`config.mk`:
```
export PLATFORM = sky130hd
export DESIGN_NAME = data_memory_bank
export DESIGN_NICKNAME = d
export VERILOG_FILES = /design/src/rtl/data_memory_bank.sv
export SDC_FILE = /design/constraint.sdc
export NUM_CORES = 2
export LEC_CHECK = 0
export CAP_MARGIN = 25
export CORE_MARGIN = 5
export CORE_UTILIZATION = 63
export DETAILED_ROUTE_END_ITERATION = 16
export PLACE_DENSITY_LB_ADDON = 0.1
export SLEW_MARGIN = 30
export SYNTH_ARGS = -nofsm -noshare
export SYNTH_HDL_FRONTEND = slang
export SYNTH_SLANG_ARGS = --single-unit
```
`constraint.sdc`:
```
create_clock -name clk -period 8.18 [get_ports clk]
set_clock_uncertainty 0.1 [all_clocks]
set_input_delay 1.636 -clock clk [delete_from_list [all_inputs] [get_ports clk]]
set_output_delay 1.636 -clock clk [all_outputs]
set_load 0.01 [all_outputs]
```
`src/rtl/data_memory_bank.sv`:
```
// Single-port synchronous data memory with a zero-fill sequencer, byte-lane writes, a read-valid strobe and an address range check.
// Optional build macro DMEM_OUT_REG_EN adds an output register stage, which makes the read latency 2.
module data_memory_bank #(
    parameter int DATA_W = 16,
    parameter int ADDR_W = 8,
    parameter int DEPTH  = 1 << ADDR_W
) (
    input  logic                  clk,
    input  logic                  rst_n,
    input  logic                  req,
    input  logic                  writeEnable,
    input  logic [DATA_W/8-1:0]   byteEn,
    input  logic [ADDR_W-1:0]     addrData,
    input  logic [DATA_W-1:0]     writeData,
    output logic [DATA_W-1:0]     readData,
    output logic                  readValid,
    output logic                  addrError,
    output logic                  ready,
    input  logic                  initStart
);

    localparam int                LANES     = DATA_W / 8;
    localparam logic [0:0]        S_INIT    = 1'b0;
    localparam logic [0:0]        S_READY   = 1'b1;
    localparam logic [ADDR_W-1:0] LAST_ADDR = ADDR_W'(DEPTH - 1);
    localparam logic [ADDR_W:0]   DEPTH_LIM = (ADDR_W + 1)'(DEPTH);

    logic [DATA_W-1:0] mem_r [DEPTH];
    logic [0:0]        state_r;
    logic [ADDR_W-1:0] cnt_r;
    logic              ready_r;
    logic [DATA_W-1:0] rd_data_r;
    logic              rd_valid_r;
    logic              addr_err_r;

    logic              in_range_s;
    logic              accept_s;
    logic              rd_acc_s;
    logic              wr_acc_s;

    // Qualify requests: only in S_READY, and initStart takes priority over a same-cycle request.
    always_comb begin
        in_range_s = ({1'b0, addrData} < DEPTH_LIM);
        accept_s   = 1'b0;
        if ((state_r == S_READY) && ready_r && !initStart) begin
            accept_s = req;
        end else begin
            accept_s = 1'b0;
        end
        rd_acc_s = accept_s & ~writeEnable;
        wr_acc_s = accept_s & writeEnable;
    end

    // Fill sequencer: walks every word once, then raises ready on the edge that clears the last word.
    always_ff @(posedge clk or negedge rst_n) begin
        if (!rst_n) begin
            state_r <= S_INIT;
            cnt_r   <= {ADDR_W{1'b0}};
            ready_r <= 1'b0;
        end else begin
            case (state_r)
                S_INIT: begin
                    if (cnt_r == LAST_ADDR) begin
                        state_r <= S_READY;
                        cnt_r   <= {ADDR_W{1'b0}};
                        ready_r <= 1'b1;
                    end else begin
                        cnt_r   <= cnt_r + ADDR_W'(1);
                    end
                end
                S_READY: begin
                    if (initStart) begin
                        state_r <= S_INIT;
                        cnt_r   <= {ADDR_W{1'b0}};
                        ready_r <= 1'b0;
                    end
                end
                default: begin
                    state_r <= S_INIT;
                    cnt_r   <= {ADDR_W{1'b0}};
                    ready_r <= 1'b0;
                end
            endcase
        end
    end

    // Storage array: the array is not reset; its contents are defined only by the fill and by lane writes.
    always_ff @(posedge clk) begin
        if (state_r == S_INIT) begin
            mem_r[cnt_r] <= {DATA_W{1'b0}};
        end else if (wr_acc_s && in_range_s) begin
            for (int i = 0; i < LANES; i++) begin
                if (byteEn[i]) begin
                    mem_r[addrData][8*i +: 8] <= writeData[8*i +: 8];
                end
            end
        end
    end

    // Read port and strobes: readData holds between reads, and an out-of-range read returns zero.
    always_ff @(posedge clk or negedge rst_n) begin
        if (!rst_n) begin
            rd_data_r  <= {DATA_W{1'b0}};
            rd_valid_r <= 1'b0;
            addr_err_r <= 1'b0;
        end else if (rd_acc_s) begin
            rd_valid_r <= 1'b1;
            if (in_range_s) begin
                rd_data_r  <= mem_r[addrData];
                addr_err_r <= 1'b0;
            end else begin
                rd_data_r  <= {DATA_W{1'b0}};
                addr_err_r <= 1'b1;
            end
        end else if (wr_acc_s) begin
            rd_valid_r <= 1'b0;
            addr_err_r <= ~in_range_s;
        end else begin
            rd_valid_r <= 1'b0;
            addr_err_r <= 1'b0;
        end
    end

`ifdef DMEM_OUT_REG_EN
    logic [DATA_W-1:0] out_data_r;
    logic              out_valid_r;
    logic              out_err_r;

    // Output retiming stage: it is cleared only by rst_n, so an in-flight result survives initStart.
    always_ff @(posedge clk or negedge rst_n) begin
        if (!rst_n) begin
            out_data_r  <= {DATA_W{1'b0}};
            out_valid_r <= 1'b0;
            out_err_r   <= 1'b0;
        end else begin
            out_data_r  <= rd_data_r;
            out_valid_r <= rd_valid_r;
            out_err_r   <= addr_err_r;
        end
    end

    assign readData  = out_data_r;
    assign readValid = out_valid_r;
    assign addrError = out_err_r;
`else
    assign readData  = rd_data_r;
    assign readValid = rd_valid_r;
    assign addrError = addr_err_r;
`endif

    assign ready = ready_r;

endmodule

```
Word level (Yosys, flattened, before mapping)
Memory sizes are Yosys's and may differ from the RTL's. A register that Yosys moved wholly into a read port is not among the register bits.
Cells that the tools add are included.
{"block": "classes", "n_addsub": 1, "eq_ne": 3, "muxes": 23, "n_bitwise": 4, "n_reduce_logical": 6}
{"cell": "2-to-1 mux 8 bit", "n": 3}
{"cell": "2-to-1 mux 16 bit", "n": 1}
{"cell": "case mux 8 bit (2 select lines)", "n": 1}
{"cell": "OR reduction 16 bit", "n": 1}
{"cell": "2-to-1 mux 1 bit", "n": 15}
{"cell": "adder 8 x 1 -> 8 bit (second input constant)", "n": 1}
{"cell": "equality test 8 bit (second input constant)", "n": 1}
{"cell": "!= test 2 bit (second input constant)", "n": 2}
{"cell": "case mux 1 bit (2 select lines)", "n": 2}
{"cell": "bitwise AND 1 bit", "n": 2}
{"cell": "logical AND 1 bit", "n": 2}
{"cell": "zero test 1 bit", "n": 2}
{"cell": "2-to-1 mux 2 bit", "n": 1}
{"cell": "inverter 1 bit", "n": 2}
{"cell": "AND reduction 2 bit", "n": 1}
{"block": "word_totals", "register_bits": 11, "ramBits": 4096, "input_bits": 31, "out_inout_bits": 19, "wordCells": 42, "n_memories": 1}
{"memory": "mem_r", "depth": 256, "width": 16, "rd": 1, "rd_clocked_by_memory_dff": 1, "write_ports": 1, "line_no": "28", "source": "logic [DATA_W-1:0] mem_r [DEPTH];"}

Logic depth before layout (Yosys ltp)
{"block": "depth", "ltp_word": 9, "ltp_mapped": 13, "ltp_nobuf": 7}

Worst setup path after synthesis
No wires, ideal clock.
{"block": "synth_timing", "path_kind": "in2reg", "startpoint": "input initStart", "endpoint": "memory mem_r[0][10] (data pin)", "setup_ps": 870, "arrival_ps": 6287, "required_ps": 7210, "setup_slack_ps": 923, "stages": 7, "n_path_buf": 4, "cell_sequence": "buf_2 -> nand4b_1 -> nor2_2 -> buf_2 -> clkbuf_1 -> clkbuf_1 -> and2_1"}
{"block": "synth_between", "elab_chain_cells": 9, "word_cells_on_any_way": 12, "classes_between": "8 x mux; 1 x bitwise; 3 x reduce/logical"}
{"element": "start: declaration", "line_no": "19", "source": "input logic initStart"}
{"element": "zero test 1 bit (*)", "line_no": "45", "source": "if ((state_r == S_READY) && ready_r && !initStart) begin"}
{"element": "logical AND 1 bit (*)", "line_no": "45"}
{"element": "2-to-1 mux 1 bit (*)", "line_no": "45"}
{"element": "bitwise AND 1 bit (*)", "line_no": "51", "source": "wr_acc_s = accept_s & writeEnable;"}
{"element": "2-to-1 mux 1 bit", "line_no": "91", "source": "end else if (wr_acc_s && in_range_s) begin"}
{"element": "2-to-1 mux 1 bit", "line_no": "89", "source": "if (state_r == S_INIT) begin"}
{"element": "2-to-1 mux 1 bit (implied by the code)", "line_no": "94", "source": "mem_r[addrData][8*i +: 8] <= writeData[8*i +: 8];"}
{"element": "OR reduction 16 bit (no line) (*)"}
{"element": "2-to-1 mux 16 bit (no line) (*)"}
{"element": "end: declaration", "line_no": "28"}
Mark *: on every way between the ends. The rest lies on a longest branch, timed or not.

Worst setup path after layout
{"block": "layout_timing", "startpoint": "input writeEnable", "endpoint": "memory mem_r[244][7] (enable)"}
{"block": "layout_between", "elab_chain_cells": 6, "word_cells_on_any_way": 10, "classes_between": "8 x mux; 1 x bitwise; 1 x reduce/logical"}
{"element": "start: declaration", "line_no": "11", "source": "input logic writeEnable,"}
{"element": "bitwise AND 1 bit (*)", "line_no": "51"}
{"element": "2-to-1 mux 1 bit", "line_no": "91"}
{"element": "2-to-1 mux 1 bit", "line_no": "89"}
{"element": "2-to-1 mux 1 bit (implied by the code)", "line_no": "94"}
{"element": "OR reduction 16 bit (no line)"}
{"element": "2-to-1 mux 8 bit (no line) or 2-to-1 mux 2 bit (tied branches)"}
Marked as above.

==> flow_metrics.env <==
export IMPL_status="complete, no violations"
export IMPL_chipHeight_um=514
export IMPL_antenna_found_initial=29
export IMPL_setup_viol_count_final=0
export IMPL_worstPathRequired_ns=8.68
export IMPL_maxSlewHeadroom=0.250
export IMPL_clock_sinks=4123
export IMPL_io_pin_count=50
export IMPL_gp_congestion=0.917
export IMPL_gr_usage_all_layers=0.344
export IMPL_clock_fmax_ghz=0.182
export IMPL_path_clk_slew_ns=0.07
export IMPL_cts_hold_buf=0
export IMPL_drv_cap=0
export IMPL_final_cells=11500
export IMPL_end_kind="register"
export IMPL_num_rows=185
export IMPL_ir_worst_vdd_v=0.000292
export IMPL_finalWirelength_mm=452
export IMPL_cp_start_kind="primary input"
export IMPL_post_cts_buffers=0
export IMPL_drt_pre_antenna_iters=5
export IMPL_preCtsSetupSlack_ns=1.84
export IMPL_routed_via_density=7.19
export IMPL_syn_area_per_cell_sq_um=21.0
export IMPL_route_vias_total=82900
export IMPL_syn_to_final_growth_pct=11.4
export IMPL_worstPathMaxFanout=37
export IMPL_ys_seq_area_frac=0.773
export IMPL_drc=0
export IMPL_clkLatencyLatePin_ns=1.00
export IMPL_grt_max_degree=156
export IMPL_ys_async_sr_fraction=0.00655
export IMPL_cts_tree="yes"
export IMPL_tightest_slew_ns=1.11
export IMPL_layout_drive_gt1_share=0.225
export IMPL_worst_slack_ns=2.70
export IMPL_drv_slew=0
export IMPL_arrival_ns=5.98
export IMPL_die_width_um=514
export IMPL_grt_ovfl_total=0
export IMPL_finalCritPeriodShare=0.671
export IMPL_port_buffers=48
export IMPL_hold_viol=0
export IMPL_hold_path_class="register to register"
export IMPL_cts_htree_levels=5
export IMPL_cts_root_buffer="clkbuf_16"
export IMPL_cts_repair_resized=0
export IMPL_ant_nets=0
export IMPL_ys_warn_count=0
export IMPL_total_leakage_power_nw=52.8
export IMPL_place_area_sq_mm=0.165
export IMPL_synthCells=7625
export IMPL_wl_per_cell_um=39.3
export IMPL_reg2regPathDepth=8
export IMPL_synth_edf_count=4096
export IMPL_grt_pass1_vias=81000
export IMPL_layout_nets=7860
export IMPL_setup_tns_ns=0
export IMPL_syn_nets=7657
export IMPL_core_area_sq_mm=0.253
export IMPL_first_iter_violations=13300
export IMPL_rsz0062_at_grt="false"
export IMPL_path_class="primary input to register"
export IMPL_syn_area_sq_mm=0.160
export IMPL_cts_buffers=406
export IMPL_finalInstanceArea_sq_mm=0.178
export IMPL_synth_top_flop_cell="edfxtp_1"
export IMPL_min_path_cells=1
export IMPL_dp_hpwl_mm=275
export IMPL_pwr_density_cell_mw_per_mm2=257
export IMPL_start_util=0.631
export IMPL_synth_seq_cells=4123
export IMPL_grt_pass1_wl_mm=633
export IMPL_synth_cell_types=75
export IMPL_ctsLongestPathBuffers=4
export IMPL_place_inst=10800
export IMPL_min_period_ns=5.48
export IMPL_dieArea_sq_mm=0.264
==> cells in the mapped netlist, drive strengths merged (25+ instances only) <==
master	instances	area, sq um
o21ai	50	250
buf	286	1970
o221ai	65	569
dfrtp	27	676
a22oi	194	1460
and2	42	263
nand2	184	691
a211oi	25	188
nand3	69	345
nor2	571	2150
a31oi	28	175
mux2	26	293
clkbuf	197	739
mux2i	331	3310
mux4	900	20300
a221oi	33	289
o22ai	111	694
edfxtp	4096	123000
a21oi	105	526
==> stage by stage <==
stage | total power [mW] | hold WS (ns) | util
floorplan | 25.7 | 0.433 | -
global route | 46.8 | 0.564 | 0.703
global placement | 27.3 | 0.501 | 0.650
CTS | 45.7 | 0.541 | 0.702
detailed placement | 27.4 | 0.525 | 0.650
finish | 45.7 | 0.545 | 0.703
==> worst paths after layout <==
path	from	to	slack, ns
worst min-delay path	cnt_r[5]	cnt_r[5]	0.54
max in group asynchronous	rst_n	readData[14]	6.86
min in group asynchronous	rst_n	readData[0]	0.59
worst min register to register	cnt_r[5]	cnt_r[5]	0.54
worst max-delay path	writeEnable	mem_r[244][7]	2.70
worst max register to register	state_r	mem_r[244][7]	3.54
==> metal layers <==
metal	track usage	vias to the layer above	share of wire
li1	-	32300	-
met1	0.488	42800	0.35
met2	0.513	6651	0.46
met3	0.0841	1101	0.13
met4	0.169	14	0.060
met5	0	-	0.00020
==> worst max-delay path, stage by stage <==
cell	delay [ns]
clkdlybuf4s50_1	0.71
o21ai_0	0.51
nor2_4	0.37
buf_4	0.45
mux2i_1	0.26
buf_4	0.19
and2_1	0.41
nand2_1	0.62
nor2_1	0.79
==> power by group <==
| part | internal (mW) | switching [mW] |
|---|---|---|
| Clock | 10.9 | 7.78 |
| Sequential | 23.5 | 0.208 |
| Combinational | 0.873 | 2.48 |
| Total | 35.3 | 10.5 |
==> cell type report <==
type | instances | area, sq um
clock buffers | 494 | 10800
well taps | 3366 | 4210
repair buffers | 278 | 3010
multi-input cells | 3008 | 33900
diodes | 12 | 30.0
flip-flops and latches | 4123 | 124000
inverters | 11 | 51.3
clock inverters | 227 | 2440
fillers | 15000 | 75300
==> sequential cells by signal (all words and copies together) (netlist names) <==
| signal | cells |
|---|---|
| cnt_r | 8 |
| mem_r | 4096 |
| readData | 16 |
| readValid | 1 |
| ready | 1 |
| state_r | 1 |
==> kinds of logic (layout without fill, tap and decap cells) <==
logic type      Yosys count  in the layout  synth area share
compound gates          744            744            0.0330
xor+xnor                  4              4          0.000219
fa+ha+maj                 1              1         0.0000782
buf+inv                 494           1010            0.0172
flops                  4123           4123             0.773
mux                    1257           1257             0.149
other cells               1             13         0.0000234
simple gates           1001           1001            0.0270
==> cell usage in the layout (no fill, tap or decap), types with 17 or more instances in the layout <==
cell	n
o22ai_1	111
nor3_1	21
a221oi_1	32
nand3_1	65
nand4_1	17
buf_12	59
edfxtp_1	4096
clkbuf_1	70
mux2_2	26
bufinv_16	49
a22oi_1	194
clkinv_1	66
o21ai_0	48
clkinvlp_4	28
a31oi_1	28
o221ai_1	65
clkdlybuf4s50_1	41
and2_1	25
a211oi_1	23
a22o_1	19
and2_4	17
nor2_1	560
nand2_1	162
clkinv_2	65
mux2i_1	331
buf_4	170
a21oi_1	105
mux4_2	900
o211ai_1	21
clkbuf_16	417
dfrtp_1	27
No activity file was read; power rests on OpenSTA's default activity.
